**src/rtl/hilo_muldiv_if.sv**
```systemverilog
// rtl/hilo_muldiv_if.sv - EX-stage issue/result bundle for the HI/LO multiply-divide unit
interface hilo_muldiv_if #(
  parameter int DATA_W = 32
);
  logic              start;
  logic [2:0]        op;
  logic [DATA_W-1:0] a;
  logic [DATA_W-1:0] b;
  logic              flush;
  logic              hi_we;
  logic              lo_we;
  logic [DATA_W-1:0] hi_i;
  logic [DATA_W-1:0] lo_i;
  logic              busy;
  logic              done;
  logic              dz;
  logic [DATA_W-1:0] hi_o;
  logic [DATA_W-1:0] lo_o;

  modport master (
    output start, op, a, b, flush, hi_we, lo_we, hi_i, lo_i,
    input  busy, done, dz, hi_o, lo_o
  );

  modport slave (
    input  start, op, a, b, flush, hi_we, lo_we, hi_i, lo_i,
    output busy, done, dz, hi_o, lo_o
  );
endinterface

```
**src/rtl/hilo_muldiv.sv**
```systemverilog
// rtl/hilo_muldiv.sv - HI/LO pair with single-cycle multiplier and iterative restoring divider
// Defining HILO_MADD_EN adds the MADD/MADDU/MSUB/MSUBU accumulate ops (op 1xx).
module hilo_muldiv #(
  parameter int DATA_W = 32,
  parameter int CNT_W  = 6
) (
  input logic          clk,
  input logic          rst,
  hilo_muldiv_if.slave bus
);
  typedef enum logic [1:0] {IDLE, MUL, DIV} state_t;
  state_t state_q, state_d;

  logic [DATA_W-1:0] hi_q, lo_q;
  logic [DATA_W-1:0] a_mag_q, b_mag_q;
  logic              a_neg_q, b_neg_q;
  logic [CNT_W-1:0]  cnt_q;
  logic [DATA_W-1:0] rem_q, quo_q;
  logic              busy_q, done_q, dz_q;
`ifdef HILO_MADD_EN
  logic [2:0]        op_q;
`endif

  logic              op_legal, op_signed, op_div;
  logic [DATA_W-1:0] a_mag_d, b_mag_d;
  logic              accept, complete, div_zero, last_iter;

  logic [2*DATA_W-1:0] prod_mag, prod, mul_res;
  logic [DATA_W:0]     rem_shift, rem_diff;
  logic [DATA_W-1:0]   rem_next, quo_next, div_hi, div_lo;

  // Signed ops have op[0]==0; the operands are reduced to magnitudes on issue.
  always_comb begin
    op_signed = ~bus.op[0];
    op_div    = (bus.op[2:1] == 2'b01);
`ifdef HILO_MADD_EN
    op_legal  = 1'b1;
`else
    op_legal  = ~bus.op[2];
`endif
    a_mag_d   = (op_signed && bus.a[DATA_W-1]) ? -bus.a : bus.a;
    b_mag_d   = (op_signed && bus.b[DATA_W-1]) ? -bus.b : bus.b;
  end

  always_ff @(posedge clk) begin
    if (rst) state_q <= IDLE;
    else     state_q <= state_d;
  end

  always_comb begin
    state_d   = state_q;
    accept    = 1'b0;
    complete  = 1'b0;
    div_zero  = (b_mag_q == '0);
    last_iter = (cnt_q == CNT_W'(DATA_W - 1));
    if (bus.flush) begin
      state_d = IDLE;
    end else begin
      case (state_q)
        IDLE: begin
          if (bus.start && op_legal) begin
            accept  = 1'b1;
            state_d = op_div ? DIV : MUL;
          end
        end
        MUL: begin
          complete = 1'b1;
          state_d  = IDLE;
        end
        DIV: begin
          if (div_zero || last_iter) begin
            complete = 1'b1;
            state_d  = IDLE;
          end
        end
        default: state_d = IDLE;
      endcase
    end
  end

  always_comb begin
    prod_mag = {{DATA_W{1'b0}}, a_mag_q} * {{DATA_W{1'b0}}, b_mag_q};
    prod     = (a_neg_q ^ b_neg_q) ? -prod_mag : prod_mag;
    mul_res  = prod;
`ifdef HILO_MADD_EN
    if (op_q[2]) mul_res = op_q[1] ? ({hi_q, lo_q} - prod) : ({hi_q, lo_q} + prod);
`endif
    // Restoring step: the borrow out of the (DATA_W+1)-bit subtract says "does not fit".
    rem_shift = {rem_q, quo_q[DATA_W-1]};
    rem_diff  = rem_shift - {1'b0, b_mag_q};
    if (!rem_diff[DATA_W]) begin
      rem_next = rem_diff[DATA_W-1:0];
      quo_next = {quo_q[DATA_W-2:0], 1'b1};
    end else begin
      rem_next = rem_shift[DATA_W-1:0];
      quo_next = {quo_q[DATA_W-2:0], 1'b0};
    end
    div_lo = (a_neg_q ^ b_neg_q) ? -quo_next : quo_next;
    div_hi = a_neg_q ? -rem_next : rem_next;
  end

  always_ff @(posedge clk) begin
    if (rst) begin
      hi_q    <= '0;
      lo_q    <= '0;
      a_mag_q <= '0;
      b_mag_q <= '0;
      a_neg_q <= 1'b0;
      b_neg_q <= 1'b0;
      cnt_q   <= '0;
      rem_q   <= '0;
      quo_q   <= '0;
      busy_q  <= 1'b0;
      done_q  <= 1'b0;
      dz_q    <= 1'b0;
`ifdef HILO_MADD_EN
      op_q    <= '0;
`endif
    end else begin
      busy_q <= (state_d != IDLE);
      done_q <= complete;
      dz_q   <= complete && (state_q == DIV) && div_zero;
      if (bus.hi_we) hi_q <= bus.hi_i;
      if (bus.lo_we) lo_q <= bus.lo_i;
      if (accept) begin
        a_mag_q <= a_mag_d;
        b_mag_q <= b_mag_d;
        a_neg_q <= op_signed && bus.a[DATA_W-1];
        b_neg_q <= op_signed && bus.b[DATA_W-1];
        cnt_q   <= '0;
        rem_q   <= '0;
        quo_q   <= a_mag_d;
`ifdef HILO_MADD_EN
        op_q    <= bus.op;
`endif
      end else if (state_q == DIV && !bus.flush && !complete) begin
        cnt_q <= cnt_q + CNT_W'(1);
        rem_q <= rem_next;
        quo_q <= quo_next;
      end
      // Operation results take priority over same-edge direct writes.
      if (complete) begin
        if (state_q == MUL) begin
          {hi_q, lo_q} <= mul_res;
        end else if (!div_zero) begin
          hi_q <= div_hi;
          lo_q <= div_lo;
        end
      end
    end
  end

  assign bus.busy = busy_q;
  assign bus.done = done_q;
  assign bus.dz   = dz_q;
  assign bus.hi_o = hi_q;
  assign bus.lo_o = lo_q;
endmodule

```
**src/flat_wrapper.sv**
```systemverilog
// flat-port wrapper written by rule: the top's interface ports become plain ports
module hilo_muldiv_flat 
#(
  parameter int DATA_W = 32,
  parameter int CNT_W  = 6
)
  (clk, rst, bus_start, bus_op, bus_a, bus_b, bus_flush, bus_hi_we, bus_lo_we, bus_hi_i, bus_lo_i, bus_busy, bus_done, bus_dz, bus_hi_o, bus_lo_o);
  hilo_muldiv_if #(.DATA_W(DATA_W)) bus_i ();
  input logic clk;
  input logic rst;
  input wire logic [$bits(bus_i.start)-1:0] bus_start;
  input wire logic [$bits(bus_i.op)-1:0] bus_op;
  input wire logic [$bits(bus_i.a)-1:0] bus_a;
  input wire logic [$bits(bus_i.b)-1:0] bus_b;
  input wire logic [$bits(bus_i.flush)-1:0] bus_flush;
  input wire logic [$bits(bus_i.hi_we)-1:0] bus_hi_we;
  input wire logic [$bits(bus_i.lo_we)-1:0] bus_lo_we;
  input wire logic [$bits(bus_i.hi_i)-1:0] bus_hi_i;
  input wire logic [$bits(bus_i.lo_i)-1:0] bus_lo_i;
  output wire logic [$bits(bus_i.busy)-1:0] bus_busy;
  output wire logic [$bits(bus_i.done)-1:0] bus_done;
  output wire logic [$bits(bus_i.dz)-1:0] bus_dz;
  output wire logic [$bits(bus_i.hi_o)-1:0] bus_hi_o;
  output wire logic [$bits(bus_i.lo_o)-1:0] bus_lo_o;
  assign bus_i.start = bus_start;
  assign bus_i.op = bus_op;
  assign bus_i.a = bus_a;
  assign bus_i.b = bus_b;
  assign bus_i.flush = bus_flush;
  assign bus_i.hi_we = bus_hi_we;
  assign bus_i.lo_we = bus_lo_we;
  assign bus_i.hi_i = bus_hi_i;
  assign bus_i.lo_i = bus_lo_i;
  assign bus_busy = bus_i.busy;
  assign bus_done = bus_i.done;
  assign bus_dz = bus_i.dz;
  assign bus_hi_o = bus_i.hi_o;
  assign bus_lo_o = bus_i.lo_o;
  hilo_muldiv #(.DATA_W(DATA_W), .CNT_W(CNT_W)) u_core (.clk(clk), .rst(rst), .bus(bus_i));
endmodule
```
**config.mk**
```make
export PLATFORM = sky130hd
export DESIGN_NAME = hilo_muldiv_flat
export DESIGN_NICKNAME = d
export VERILOG_FILES = /design/src/rtl/hilo_muldiv_if.sv /design/src/rtl/hilo_muldiv.sv /design/src/flat_wrapper.sv
export SDC_FILE = /design/constraint.sdc
export NUM_CORES = 2
export LEC_CHECK = 0
export ABC_AREA = 1
export CAP_MARGIN = 20
export CORE_MARGIN = 2
export CORE_UTILIZATION = 60
export CTS_CLUSTER_DIAMETER = 150
export DETAILED_ROUTE_END_ITERATION = 7
export MAX_ROUTING_LAYER = met4
export PLACE_DENSITY = 0.79
export SLEW_MARGIN = 20
export SYNTH_ARGS = -nofsm -noshare
export SYNTH_HDL_FRONTEND = slang
export SYNTH_SLANG_ARGS = --single-unit
```
**constraint.sdc**
```tcl
create_clock -name clk -period 21.6 [get_ports clk]
set_clock_uncertainty 0.1 [all_clocks]
set_input_delay 3.24 -clock clk [delete_from_list [all_inputs] [get_ports clk]]
set_output_delay 3.24 -clock clk [all_outputs]
set_load 0.05 [all_outputs]
```
# Yosys cells after proc, flatten, opt, wreduce, memory -nomap -nowiden
# Index checks and enable logic that the tools add are counted.
# totals
register_bits	205
input_bits	137
out_inout_bits	67
wordCells	71
# classes
add_sub_neg	7
n_mul	1
eq_ne	4
muxes	28
n_bitwise	3
n_reduce_logical	15
# op_table
cell	n
32-bit 2-to-1 mux	15
32-bit negator	4
32-bit by 32-bit multiplier with 64-bit output	1
64-bit 2-to-1 mux	1
64-bit negator	1
33-bit by 32-bit subtractor with 33-bit output	1
32-bit zero test	1
2-bit 2-to-1 mux	4
1-bit logical AND	7
6-bit by 1-bit adder with 6-bit output (second input constant)	1
6-bit by 5-bit equality test with 1-bit output (second input constant)	1
1-bit 2-to-1 mux	6
2-bit by 1-bit equality test with 1-bit output (second input constant)	2
2-bit one-hot mux with 2 select lines	1
2-bit nonzero test	2
2-bit equality test (second input constant)	1
1-bit zero test	2
2-bit zero test	1
1-bit NOT	2
1-bit one-hot mux with 2 select lines	1
2-bit OR reduction	1
1-bit logical OR	1
1-bit bitwise XOR	1

# Logic depth before layout (Yosys ltp)
# logic_depth
word_depth	9
depth_mapped	46
ltp_nobuf	44

# Worst setup path after synthesis
# OpenSTA, ideal clock, no wires.
# synth_timing
kind	flip-flop to flip-flop
start	register u_core.b_mag_q[6]
end	register u_core.hi_q[31], in the netlist u_core.bus.hi_o[31]
setup_time_ns	0.109
t_arrival_ns	7.218
required_time_ns	21.391
slack_ns	14.173
path_stages_with_launch	38
n_path_buf	2
synth_period_minus_slack_ns	7.427
cell_sequence	dfxtp_1 > clkbuf_1 > clkbuf_1 > nand2_1 > inv_1 > fa_1 > fa_1 > fa_1 > inv_1 > fa_1 > inv_1 > fa_1 > inv_1 > fa_1 > inv_1 > fa_1 > inv_1 > fa_1 > [... 2 more ...] > nand2_1 > inv_1 > nand2_1 > nand2_1 > a21oi_1 > nand3_1 > xnor2_1 > nand2_1 > nor2_1 > nand4_1 > nor2_2 > nand2_1 > nand2_1 > nand3_1 > nand3_1 > nand3_1 > nand2_1 > inv_1
# synth_via
elab_chain_len	7
elab_cells_between_ends	15
cone_classes	3 x add/sub; 1 x mul; 9 x mux; 2 x reduce/logical
# synth_rtl
item	line_no	text
from (decl)	hilo_muldiv.sv:15	logic [DATA_W-1:0] a_mag_q, b_mag_q;
from (signal assigned)	hilo_muldiv.sv:127	b_mag_q <= b_mag_d;
branches (longest 6 deep; another with 32-bit by 32-bit multiplier with 64-bit output)	-	
32-bit 2-to-1 mux *	hilo_muldiv.sv:142	if (complete) begin
to (signal assigned)	hilo_muldiv.sv:123	if (bus.hi_we) hi_q <= bus.hi_i;
to (signal assigned)	hilo_muldiv.sv:144	{hi_q, lo_q} <= mul_res;
to (signal assigned)	hilo_muldiv.sv:146	hi_q <= div_hi;
to (decl)	hilo_muldiv.sv:14	logic [DATA_W-1:0] hi_q, lo_q;
# Every way passes the cells marked *.
# A chain may end at the register's enable or synchronous reset.

# Worst setup path in the final report
# layout_timing
start	register u_core.a_mag_q[11]
end	register u_core.hi_q[14], in the netlist u_core.bus.hi_o[14]
# layout_via
elab_chain_len	5
# layout_rtl
item	line_no	text
from (decl)	hilo_muldiv.sv:15	
from (signal assigned)	hilo_muldiv.sv:126	a_mag_q <= a_mag_d;
32-bit by 32-bit multiplier with 64-bit output *	hilo_muldiv.sv:82	prod_mag = {{DATA_W{1'b0}}, a_mag_q} * {{DATA_W{1'b0}}, b_mag_q};
64-bit negator	hilo_muldiv.sv:83	prod = (a_neg_q ^ b_neg_q) ? -prod_mag : prod_mag;
64-bit 2-to-1 mux *	hilo_muldiv.sv:83	
32-bit 2-to-1 mux *	hilo_muldiv.sv:143	if (state_q == MUL) begin
32-bit 2-to-1 mux *	hilo_muldiv.sv:142	
# Mark *: on every way between the ends. The rest lies on a longest branch, timed or not.

==> metrics.md <==
| Metric | Value |
|---|---|
| Status | `completed` |
| Share of flip-flops with an asynchronous set or reset | `0` |
| All-layer global routing usage | `0.460` |
| Final period utilization | `0.437` |
| Largest net degree at the start of global routing | `65` |
| Post-synth cell types | `60` |
| Relative slew slack | `0.269` |
| Finished Cell Area | `roughly 0.057 sq mm` |
| Antenna violations before repair | `10` |
| RR Endpoint | `u_core.bus.hi_o[14]$_SDFF_PP0_` |
| Post-CTS setup buffers | `0` |
| Vias/cell | `approximately 5.7` |
| PD cells | `roughly 34 mW/mm^2` |
| Average wire per standard cell | `roughly 22 microns` |
| Synth Warn # | `0` |
| Syn_nets | `9282` |
| # setup viols final | `0` |
| Hold Violations, Final | `0` |
| First-pass GRT wire length | `between 300000 and 400000 microns` |
| # H-tree levels | `1` |
| Number of flops mapped to enable cells by yosys | `0` |
| Peak VDD IR | `~68 uV` |
| Slowest-stage cell, CP | `dfxtp_1` |
| Most frequent CP cell | `inv_1` |
| Die Area | `roughly 0.092 sq mm` |
| Die Span Y | `just over 300 microns` |
| Clock Latency Late Sink | `between 600 and 700 ps` |
| Routed vias | `around 52000` |
| Reg2reg path depth | `35` |
| CP required | `between 20000 and 25000 ps` |
| Root buffer cell | `clkbuf_16` |
| Seq/Total Area, Yosys | `0.0767` |
| Synthesis-stage register bit count | `slightly above 200` |
| CTS Sinks | `205` |
| Initial Util | `0.606` |
| Core area | `0.0884 sq mm` |
| Worst Hold Depth | `2` |
| Worst slew pin tran | `1080 ps` |
| Share of cells above drive strength 1 | `0.0310` |
| Startpoint of the worst hold path | `u_core.a_mag_q[27]$_SDFFE_PP0P_` |
| Ys flop type | `dfxtp_1` |
| First-pass DRT Iterations | `7` |
| CP peak stage delay | `between 700 and 800 ps` |
| Sum Neg Setup Slack | `0 ps` |
| Grt ovf | `0` |
| Post-DP HPWL | `approximately 160000 microns` |
| DRT iter0 DRCs | `6091` |
| Row Count | `roughly 110` |
| Placer Congestion | `about 1.1` |
| Final Net Count | `a little over 9000` |
| Syn avg cell area | `6.74 sq um` |
| FF-to-FF setup slack | `roughly 12000 ps` |
| Worst r2r src | `u_core.a_mag_q[11]$_SDFFE_PP0P_` |
| Commonest non-fill, non-tap cell in the layout | `nand2_1` |
| Cts hold-fix bufs | `0` |
| Num CTS Buffers | `26` |
| Post-cts resize count | `0` |
| Hold Path Class | `flip-flop to flip-flop` |
| Netlist Area Pre-Place | `roughly 0.054 sq mm` |
| CTS tree | `built` |
| CP Max Fanout | `18` |
| P_leak | `~34 nW` |
| Max-slew violation count | `0` |
| Layout area overhead | `6.94%` |
| RSZ-0062 raised after global routing | `false` |
| CP endpoint kind | `flip-flop` |
| Setup CP Type | `flip-flop to flip-flop` |
| Max cap viols | `0` |
| Routed WL | `around 200000 microns` |
| ANT nets after route | `0` |
| Worst-path clk slew | `roughly 80 ps` |
| Crit path time final | `9430 ps` |
| IO Count | `slightly above 200` |
| Fillers | `approximately 8000` |
| Residual DRC | `0` |
| Worst setup SP type | `flip-flop` |
| Placed cell area | `between 0.05 and 0.06 sq mm` |
| Fmax | `0.106 GHz` |
| Commonest cells after routing, fill and taps aside | `nand2_1 (2295), inv_1 (2043), fa_1 (897)` |
| Longest Clk Path Bufs | `3` |
| Vias in the first global route | `~52000` |
| Number of port buffers | `203` |
| WP data arrival | `around 10000 ps` |
| Die Wd | `between 300 and 400 microns` |
| Worst Hold Endpoint | `u_core.a_mag_q[27]$_SDFFE_PP0P_` |
| Synthesized instance count | `between 7000 and 8000` |
## critical path, delay by kind of cell, from the launching register on
kind | cells | cell delay (ps)
adders and majority gates | 9 | 4310
buffers and inverters | 10 | 970
xor gates and xnor gates | 1 | 490
AOI/OAI and AO/OA | 2 | 770
and+or+nand+nor | 13 | 1980
DFF | 1 | 740
## state kept, by name (all words and copies together), names as in the netlist
name             count
u_core.a_mag_q      32
u_core.a_neg_q       1
u_core.b_mag_q      32
u_core.b_neg_q       1
u_core.bus.busy      1
u_core.bus.done      1
u_core.bus.dz        1
u_core.bus.hi_o     32
u_core.bus.lo_o     32
u_core.cnt_q         6
u_core.quo_q        32
u_core.rem_q        32
u_core.state_q       2
## synthesized netlist by cell type (9+ instances only)
master / count / area, sq um
a21o_1: 10 / 75.1
o221ai_1: 11 / 96.3
o21ai_0: 312 / 1560
mux2_2: 10 / 113
a221oi_1: 15 / 131
nor2_2: 19 / 119
o21bai_1: 15 / 113
xnor2_1: 22 / 193
nand3b_1: 32 / 240
clkbuf_1: 361 / 1360
nand3_1: 278 / 1390
or2_2: 10 / 62.6
xor2_1: 50 / 438
o21ai_1: 27 / 135
nor2_1: 377 / 1420
mux2i_1: 52 / 521
dfxtp_1: 205 / 4100
nor4_1: 17 / 106
ha_1: 304 / 3800
o211ai_1: 10 / 75.1
a21oi_1: 311 / 1560
nand2_2: 28 / 175
buf_1: 11 / 41.3
nor3_1: 52 / 260
inv_2: 9 / 33.8
nand2_1: 2295 / 8610
fa_1: 897 / 18000
nand4_1: 51 / 319
inv_1: 2046 / 7680
a31oi_1: 35 / 219
## through the flow
step,utilization,setup slack (ps),instances,power [mW],hold slack (ps)
final,0.648,12170,9077,1.97,362
after floorplan,-,14170,7944,1.05,340
after CTS,0.647,12300,9065,1.93,363
after global placement,0.636,12310,9017,1.40,342
after detailed placement,0.636,12380,9017,1.40,347
after global routing,0.648,11670,9075,2.05,381
## layout make-up
cell class,count,area (sq um),share of cell area
Clock inverter,16,308,0.00538
Multi-Input combinational cell,5298,40200,0.703
Clock buffer,32,703,0.0123
Antenna cell,12,30.0,0.000525
Inverter,2060,7730,0.135
Sequential cell,205,4100,0.0717
Timing Repair Buffer,289,2670,0.0466
Tap cell,1165,1460,0.0255
## power by group
part	switching [mW]	internal (mW)	leakage [nW]	total (mW)
logic	0.738	0.288	31.9	1.03
clock network	0.221	0.310	0.482	0.532
registers	0.0183	0.397	1.68	0.415
## per-layer routing
| layer | track usage | share of wire | up-vias |
|---|---|---|---|
| li1 | - | - | 23200 |
| met2 | 0.651 | 0.42 | 3325 |
| met4 | 0.242 | 0.065 | 0 |
| met1 | 0.598 | 0.39 | 24600 |
| met5 | - | 0 | - |
| met3 | 0.131 | 0.13 | 674 |
## worst max path at each step
stage,start,to,slack [ps],cells past startpoint
3_5_place_dp,u_core.a_mag_q[11]$_SDFFE_PP0P_,u_core.bus.hi_o[22]$_SDFF_PP0_,12380,34
5_1_grt,u_core.a_mag_q[11]$_SDFFE_PP0P_,u_core.bus.hi_o[22]$_SDFF_PP0_,11670,37
2_1_floorplan,u_core.b_mag_q[6]$_SDFFE_PP0P_,u_core.bus.hi_o[31]$_SDFF_PP0_,14170,37
3_3_place_gp,u_core.a_mag_q[11]$_SDFFE_PP0P_,u_core.bus.hi_o[22]$_SDFF_PP0_,12310,37
6_report,u_core.a_mag_q[11]$_SDFFE_PP0P_,u_core.bus.hi_o[14]$_SDFF_PP0_,12170,35
4_1_cts,u_core.a_mag_q[11]$_SDFFE_PP0P_,u_core.bus.hi_o[22]$_SDFF_PP0_,12300,37
## cells by family after synthesis
| kind of cell | share of synthesized area |
|---|---|
| xor+xnor | 0.0118 |
| fa+ha+maj | 0.407 |
| buf+inv | 0.172 |
| mux | 0.0118 |
| compound gates | 0.0786 |
| flops | 0.0767 |
| simple gates | 0.242 |
Note: power is estimated with default switching activity, not from simulation.
